--- src/rtl/interval_timer.sv ---
// interval_timer: prescaled step counter with one-shot and periodic modes.
// Emits a terminal pulse and counts terminal events (saturating).
module interval_timer #(
  parameter int WIDTH         = 16,
  parameter int PRESCALE      = 1,
  parameter int DEFAULT_LIMIT = 10
) (
  input  logic             tick,
  input  logic             clear,
  input  logic             run,
  input  logic             periodic,
  input  logic             load,
  input  logic [WIDTH-1:0] limit_in,
  output logic [WIDTH-1:0] count,
  output logic             reached,
  output logic             pulse,
  output logic [7:0]       periods
);

  localparam int PW = (PRESCALE > 1) ? $clog2(PRESCALE) : 1;
  localparam logic [PW-1:0]    PMAX = PW'(PRESCALE - 1);
  localparam logic [PW-1:0]    PONE = PW'(1);
  localparam logic [WIDTH-1:0] DEF  = WIDTH'(DEFAULT_LIMIT);
  localparam logic [WIDTH-1:0] ONE  = WIDTH'(1);

  logic [WIDTH-1:0] limit_q, limit_d;
  logic             mode_q, mode_d;
  logic [PW-1:0]    presc_q, presc_d;
  logic [WIDTH-1:0] count_q, count_d;
  logic             done_q, done_d;
  logic             pulse_q, pulse_d;
  logic [7:0]       periods_q, periods_d;
  logic             step;
  logic [7:0]       periods_inc;

  assign step        = run && (presc_q == PMAX);
  assign periods_inc = (periods_q == 8'hFF) ? 8'hFF : periods_q + 8'd1;

  // Next-state: load > run low > counting (clear handled in the register)
  always_comb begin
    limit_d   = limit_q;
    mode_d    = mode_q;
    presc_d   = presc_q;
    count_d   = count_q;
    done_d    = done_q;
    pulse_d   = 1'b0;
    periods_d = periods_q;
    if (load) begin
      limit_d   = (limit_in == '0) ? ONE : limit_in;
      presc_d   = '0;
      count_d   = '0;
      done_d    = 1'b0;
      periods_d = '0;
    end else if (!run) begin
      mode_d    = periodic;
      presc_d   = '0;
      count_d   = '0;
      done_d    = 1'b0;
      periods_d = '0;
    end else begin
      presc_d = step ? '0 : presc_q + PONE;
      if (step) begin
        if (mode_q) begin
          if (count_q == limit_q - ONE) begin
            count_d   = '0;
            pulse_d   = 1'b1;
            periods_d = periods_inc;
          end else begin
            count_d = count_q + ONE;
          end
        end else if (count_q < limit_q) begin
          count_d = count_q + ONE;
          if (count_q + ONE == limit_q) begin
            done_d    = 1'b1;
            pulse_d   = 1'b1;
            periods_d = periods_inc;
          end
        end
      end
    end
  end

  // State registers with synchronous clear
  always_ff @(posedge tick) begin
    if (clear) begin
      limit_q   <= DEF;
      mode_q    <= 1'b0;
      presc_q   <= '0;
      count_q   <= '0;
      done_q    <= 1'b0;
      pulse_q   <= 1'b0;
      periods_q <= '0;
    end else begin
      limit_q   <= limit_d;
      mode_q    <= mode_d;
      presc_q   <= presc_d;
      count_q   <= count_d;
      done_q    <= done_d;
      pulse_q   <= pulse_d;
      periods_q <= periods_d;
    end
  end

  assign count   = count_q;
  assign pulse   = pulse_q;
  assign periods = periods_q;
  assign reached = done_q & run;

endmodule

--- config.mk ---
export PLATFORM = sky130hd
export DESIGN_NAME = interval_timer
export DESIGN_NICKNAME = d
export VERILOG_FILES = /design/src/rtl/interval_timer.sv
export SDC_FILE = /design/constraint.sdc
export NUM_CORES = 1
export LEC_CHECK = 0
export ABC_AREA = 1
export CAP_MARGIN = 20
export CORE_UTILIZATION = 25
export CTS_BUF_LIST = sky130_fd_sc_hd__clkbuf_8 sky130_fd_sc_hd__clkbuf_16
export CTS_CLUSTER_DIAMETER = 150
export CTS_CLUSTER_SIZE = 25
export DETAILED_ROUTE_END_ITERATION = 7
export GPL_TIMING_DRIVEN = 0
export SLEW_MARGIN = 40
export SYNTH_ARGS = -nofsm -noshare
export SYNTH_HDL_FRONTEND = slang
export SYNTH_SLANG_ARGS = --single-unit
--- constraint.sdc ---
create_clock -name tick -period 4.9 [get_ports tick]
set_clock_uncertainty 0.1 [all_clocks]
set_input_delay 1.47 -clock tick [delete_from_list [all_inputs] [get_ports tick]]
set_output_delay 1.47 -clock tick [all_outputs]
set_load 0.03 [all_outputs]
==> impl_summary.txt, run 1 <==
----------------------------------------------------
[Run status]
  Result of the run ... complete, no violations

[Clocking]
  Clock root cell ... clkbuf_16
  Clock-pin slew reported for the worst setup and hold paths after clock tree synthesis ... 70 ps
  Clock net sink count ... 44
  Post-cts sizing count ... 0
  Clock buffer depth ... 2
  Worst-Skew Late Latency ... 290 ps
  TritonCTS buffer count ... 5
  H-tree levels ... 2
  Number of buffers added to fix hold violations after cts ... 0
  Post-CTS setup repair buffer count ... 0
  CTS tree ... yes

[Timing]
  Clock period minus worst slack ... 4310 ps
  Final worst-path cycle share ... 88.0%
  Final hold vios ... 0
  Final total negative setup slack ... 0 ps
  Max frequency ... 232 MHz
  Pins over their slew limit ... 0
  Worst slack on hold paths ... 390 ps
  Headroom to the max-slew limit ... 52.3%
  Measured slew at the worst slew-check pin ... 716 ps
  RSZ-0062 raised after global routing ... false
  Final setup violating endpoints ... 0
  Min setup slack post-route ... 590 ps

[Global routing]
  Total track usage ... 16.1%
  Largest net degree at the start of global routing ... 15
  Grt ovf ... 0
  Wire length of the first global-routing pass ... 18100 um
  Antenna violations before repair ... 0
  Via count of the first global-routing pass ... 3456

[Run]
  Max Cap Viol ... 0

[Die]
  Die footprint ... 14400 sq um
  Effective utilization at floorplan ... 25.9%
  Chip Width ... 120 um
  FP Rows ... 42
  Core Footprint ... 13400 sq um
  Number of ports placed on the die boundary ... 47
  Die Height ... 120 um

[Power and ir drop]
  Share of total power in the clock network ... 43.9%
  Pleak ... 1.79 nW
  Post-route total power ... 940 uW
  Share of total power in combinational logic ... 15.7%
  Internal power ... 679 uW
  Net switching component of the power ... 261 uW
  Total power density per cell area ... 217 nW/um^2
  Highest ir drop seen on vdd ... 0.118 mV
  Flop pwr share ... 40.4%
  Switch share ... 27.8%

[Placed design]
  Last weighted congestion value of the routability-driven placer ... 0.920
  Area post-placement ... 4140 sq um
  Placed cells ... 786
  Worst setup slack before clock tree synthesis ... 590 ps
  HPWL after DPL ... 8770 um
  Input/output buffers ... 45

[Critical path]
  Cell count along the critical path ... 4
  Reg-to-Reg Start ... limit_q[6]$_SDFFE_PP0P_
  Worst Path Class, Setup ... in -> out
  Critical path capture point type ... output port
  Cell with the most instances on the worst path ... clkdlybuf4s50_1
  Critical Path Source ... run
  Dominant delay contributor by cell family on the critical path ... buffers and inverters
  Arrival time worst endpoint ... 2740 ps
  Cells along the critical path ... clkdlybuf4s50_1 -> nand2_1 -> inv_1 -> clkdlybuf4s50_1
  Path depth of the worst reg2reg path ... 11
  Critical path launch point type ... input port
  Critical path buffer and inverter count ... 3
  Largest stage delay on the critical path ... 660 ps
  Critical-path top delay cell ... clkdlybuf4s50_1
  Biggest fanout along the worst timing path ... 3
  Required arrival time at the worst endpoint ... 3330 ps

[Yosys]
  Area contributors post-synth ... dfxtp_1, nand2_1, nand3_1
  Synthesis Warnings ... 0
  Fraction of post-synthesis cell area in the top cell type by area ... 25.4%
  Synthesized area ... 3470 sq um
  Synthesized net count ... 605
  Count of unique library cells instantiated by Yosys ... 36
  Mean instance size in the synthesized netlist ... 6.15 sq um
  Yosys reg bits ... 44
  Number of flops mapped to enable cells by yosys ... 0
  Fraction of the yosys area taken by sequential cells ... 25.4%
  Synth Flop Type ... dfxtp_1
  Leading area contributor after synthesis ... dfxtp_1
  Async set-reset flop share out of synthesis ... 0%
  Mapped Cells ... 565

[Finish]
  Final antenna diode count ... 0
  Final net count ... 657
  Share of cells above drive strength 1 ... 6.31%
  Utilization after layout ... 32.3%
  Area of all placed cells without fillers ... 4320 sq um
  Synthesis-to-finish area growth ... 24.4%
  Final std cells w/o fill ... 794

[Detailed routing]
  ANT nets after route ... 0
  Drt wl/cell ... 13.9 um
  Pre-Repair DR Iteration Count ... 5
  Vias after detailed routing ... 3700
  Mean number of vias per cell ... 4.66
  Initial DRC Count ... 167
  DRC violations left ... 0
  Final Routed Wirelength ... 11100 um

[Hold path]
  Kind of path behind the tightest hold check ... reg -> reg
  Hold Path Stages ... 2
  Worst Hold Launch ... periods[7]$_SDFFE_PP0P_

----------------------------------------------------
-- cells in the final DEF (no fill, tap or decap), types with 2 or more instances in the layout --
| cell | instances |
|---|---|
| clkinv_1 | 3 |
| inv_2 | 3 |
| nor2_2 | 7 |
| nor2_4 | 2 |
| or2_2 | 4 |
| clkdlybuf4s50_1 | 45 |
| nand2_4 | 2 |
| a211oi_1 | 13 |
| nand3_1 | 53 |
| ha_1 | 19 |
| clkbuf_16 | 5 |
| inv_1 | 68 |
| nand3b_1 | 2 |
| clkbuf_1 | 7 |
| nor4_1 | 4 |
| o21ai_0 | 11 |
| xnor2_1 | 6 |
| nor3_1 | 7 |
| buf_2 | 4 |
| o21ai_1 | 4 |
| nand2_1 | 153 |
| nor2_1 | 68 |
| nand2_2 | 4 |
| nand4_1 | 13 |
| a21oi_1 | 37 |
| nand3_2 | 3 |
| xor2_1 | 14 |
| dfxtp_1 | 44 |
-- flip-flops by register name, summed over array words and instances, names as in the netlist --
name / count
count: 16
done_q: 1
limit_q: 16
mode_q: 1
periods: 8
presc_q: 1
pulse: 1
-- worst paths after layout --
| check | slack (ps) | endpoint |
|---|---|---|
| max | 590 | reached |
| min reg2reg | 390 | periods[7]$_SDFFE_PP0P_ |
| max reg2reg | 1950 | count[4]$_SDFFE_PP0P_ |
| min | 390 | periods[7]$_SDFFE_PP0P_ |
-- logic make-up after synthesis --
| kind of cell | share of synthesized area, % |
|---|---|
| compound gates | 11.4 |
| xor+xnor | 5.04 |
| fa+ha+maj | 6.84 |
| buf+inv | 9.65 |
| flops | 25.4 |
| other cells | 0.108 |
| simple gates | 41.6 |
-- power groups by stage --
stage	logic (mW)	registers, mW	clock network [mW]
2_1_floorplan	0.0962	0.385	0
3_3_place_gp	0.145	0.388	0
3_5_place_dp	0.146	0.388	0
4_1_cts	0.147	0.380	0.418
5_1_grt	0.166	0.381	0.429
6_report	0.147	0.380	0.413
-- cell type report --
| class | count | area, sq um |
|---|---|---|
| sequential | 44 | 881 |
| clock inverter | 2 | 38.8 |
| fill | 1509 | 9080 |
| multi-input combinational | 434 | 2260 |
| clock buffer | 6 | 139 |
| tap | 176 | 220 |
| inverter | 74 | 278 |
| timing repair buffer | 45 | 450 |
| buffer | 13 | 57.6 |
-- Yosys cell counts, types with 2 or more instances --
cell / count
inv_1: 68
xor2_1: 14
a21oi_1: 37
dfxtp_1: 44
clkinv_1: 3
nor4_1: 4
buf_2: 4
or2_2: 4
nand2_1: 153
nor2_4: 2
a211oi_1: 13
xnor2_1: 6
nand2_4: 2
nor2_2: 7
clkbuf_1: 7
nand3_2: 3
nand3b_1: 2
o21ai_1: 4
o21ai_0: 11
nor3_1: 7
inv_2: 3
nand4_1: 13
nand3_1: 53
nor2_1: 68
nand2_2: 4
ha_1: 19
-- worst reg2reg max path, cell delays in order, from the launching register on --
cell      delay [ps]
dfxtp_1          430
inv_1            150
ha_1             300
nand2_1           50
o21ai_0          230
a21oi_1          130
o21ai_1          290
nand2_1           90
nand2_1          240
clkbuf_1         590
nand2_1          100
a21oi_1          160
-- routing by layer --
| metal | GRT usage, % | part of all wire (%) |
|---|---|---|
| met3 | 2.52 | 5.4 |
| met4 | 5.63 | 2.4 |
| met1 | 21.4 | 49 |
| met5 | 0 | 0 |
| met2 | 26.2 | 43 |
Note: power is estimated with default switching activity, not from simulation.
==> inputs of run 2 (changes only) <==
- CORE_UTILIZATION: 25 -> 50
- PLACE_DENSITY: default -> 0.74
==> run 2 against run 1 <==
The flow now finishes with violations (DRC). Sequential power barely moved. Fmax increased by 0.44%. Utilization grew 29 points. Largest power group is now registers. Combinational power about the same. Via count increased by 3.0%. First-iteration DRC count grew 58%. Hold slack improved by 8.7 ps. Critical path depth did not move. Flip-flop and latch count is the same. Register-to-register slack improved by 40 ps.
==> impl_summary.txt, run 2 (synthesized netlist as in run 1, its figures left out) <==
----------------------------------------------------
[Run status]
  Result of the run ... finished with violations
  Violations in the final reports ... DRC

[Timing]
  Headroom to the max-slew limit ... 53.7%
  Max frequency ... 233 MHz
  Pins over their slew limit ... 0
  RSZ-0062 raised after global routing ... false
  Final total negative setup slack ... 0 ps
  Final hold vios ... 0
  Final worst-path cycle share ... 87.6%
  Measured slew at the worst slew-check pin ... 695 ps
  Final setup violating endpoints ... 0
  Clock period minus worst slack ... 4290 ps

[Clocking]
  H-tree levels ... 2
  TritonCTS buffer count ... 5
  Clock root cell ... clkbuf_8
  CTS tree ... yes
  Post-CTS setup repair buffer count ... 0
  Number of buffers added to fix hold violations after cts ... 0
  Post-cts sizing count ... 0
  Clock buffer depth ... 2
  Worst-Skew Late Latency ... 300 ps
  Clock net sink count ... 44
  Clock-pin slew reported for the worst setup and hold paths after clock tree synthesis ... 80 ps

[Finish]
  Share of cells above drive strength 1 ... 6.16%
  Utilization after layout ... 60.8%
  Commonest non-fill, non-tap cells in the layout ... nand2_1, inv_1, nor2_1
  Final antenna diode count ... 0
  Area of the multi-input gates ... 2260 sq um
  Most common library cell in the layout ignoring fill and taps ... nand2_1
  Synthesis-to-finish area growth ... 18.2%
  Area taken by flip-flops and latches ... 881 sq um
  Filler Cell Count ... 684
  Final net count ... 657

[Hold path]
  Hold Path Stages ... 2
  Worst Hold Launch ... done_q$_SDFFE_PP0P_
  Kind of path behind the tightest hold check ... reg -> reg
  End point of the most critical hold path ... done_q$_SDFFE_PP0P_

[Critical path]
  Critical path capture point type ... output port
  Cells along the critical path ... clkdlybuf4s50_1 -> nand2_1 -> inv_1 -> clkdlybuf4s50_1
  Biggest fanout along the worst timing path ... 3
  Path depth of the worst reg2reg path ... 11
  Arrival time worst endpoint ... 2720 ps
  Critical path buffer and inverter count ... 3
  Largest stage delay on the critical path ... 650 ps
  Register-to-register path setup slack ... 1990 ps
  Worst Path Class, Setup ... in -> out
  Critical path launch point type ... input port
  Dominant delay contributor by cell family on the critical path ... buffers and inverters
  Cell count along the critical path ... 4
  Critical-path top delay cell ... clkdlybuf4s50_1
  Required arrival time at the worst endpoint ... 3330 ps
  Reg-to-Reg Start ... limit_q[3]$_SDFFE_PP1P_
  Endpoint of the most critical register-to-register path ... count[4]$_SDFFE_PP0P_
  Cell with the most instances on the worst path ... clkdlybuf4s50_1

[Placed design]
  Last weighted congestion value of the routability-driven placer ... 0.944
  Input/output buffers ... 45
  HPWL after DPL ... 8000 um

[Global routing]
  Total track usage ... 28.7%
  Grt ovf ... 0
  Largest net degree at the start of global routing ... 14
  Wire length of the first global-routing pass ... 16300 um
  Via count of the first global-routing pass ... 3356
  Antenna violations before repair ... 0

[Die]
  Number of ports placed on the die boundary ... 47
  FP Rows ... 30
  Effective utilization at floorplan ... 51.4%
  Die Height ... 85.3 um
  Die footprint ... 7280 sq um
  Chip Width ... 85.3 um
  Core Footprint ... 6760 sq um

[Power and ir drop]
  Pleak ... 1.74 nW
  Total power density per cell area ... 184 nW/um^2
  Highest ir drop seen on vdd ... 0.111 mV

[Detailed routing]
  DRC violations left ... 1
  Vias after detailed routing ... 3810
  Final Routed Wirelength ... 10200 um
  Pre-Repair DR Iteration Count ... 7
  ANT nets after route ... 0
  Drt wl/cell ... 14.6 um
  Mean number of vias per cell ... 5.47
  Initial DRC Count ... 264

[Run]
  Max Cap Viol ... 0

----------------------------------------------------
-- run 2: changes by cell type in the layout (fill, tap and decap cells not counted), sizes merged --
cell      change
bufinv        -1
clkinvlp      +1
clkbuf        -1
-- run 2: layout make-up --
type                            count  area share, %
Multi-Input combinational cell    434           55.0
Sequential cell                    44           21.5
Timing Repair Buffer               45           11.0
Inverter                           74           6.77
Tap cell                           80           2.44
Clock buffer                        5           1.68
Buffer                             13           1.40
Clock inverter                      2          0.305
-- run 2: worst min-delay path: stages (launching register included) --
cell     delay (ps)
dfxtp_1         340
a21oi_1          50
nor2_1           80
-- run 2: report_power, final --
| group | total [mW] | leakage, nW | internal, mW | switching (mW) |
|---|---|---|---|---|
| registers | 0.380 | 0.359 | 0.368 | 0.0119 |
| logic | 0.147 | 1.34 | 0.0548 | 0.0925 |
| clock network | 0.227 | 0.0400 | 0.0968 | 0.130 |
| total | 0.754 | 1.74 | 0.519 | 0.235 |
-- run 2: worst max-delay path by stage --
stage	startpoint	to	slack, ps
2_1_floorplan	run	reached	1630
3_3_place_gp	run	reached	610
3_5_place_dp	run	reached	610
4_1_cts	run	reached	600
5_1_grt	run	reached	560
6_report	run	reached	610
-- run 2: routing by layer --
layer / global-route usage (%) / vias to the layer above / share of wire (%)
met2: 49.3 / 139 / 46
met3: 3.99 / 13 / 7.4
li1: - / 1935 / -
met5: 0 / - / 0
met1: 38.4 / 1723 / 44
met4: 6.21 / 0 / 1.8
-- run 2: through the flow --
step                area [sq um]  hold slack, ps  power, mW  cells  setup WS, ps
CTS                         4110             400      0.753    697           600
global route                4110             417      0.790    697           559
finish                      4110             399      0.754    697           609
detailed placement          4020             372      0.532    690           609
global placement            4020             366      0.530    690           606
floorplan                   3470             337      0.481    565          1630
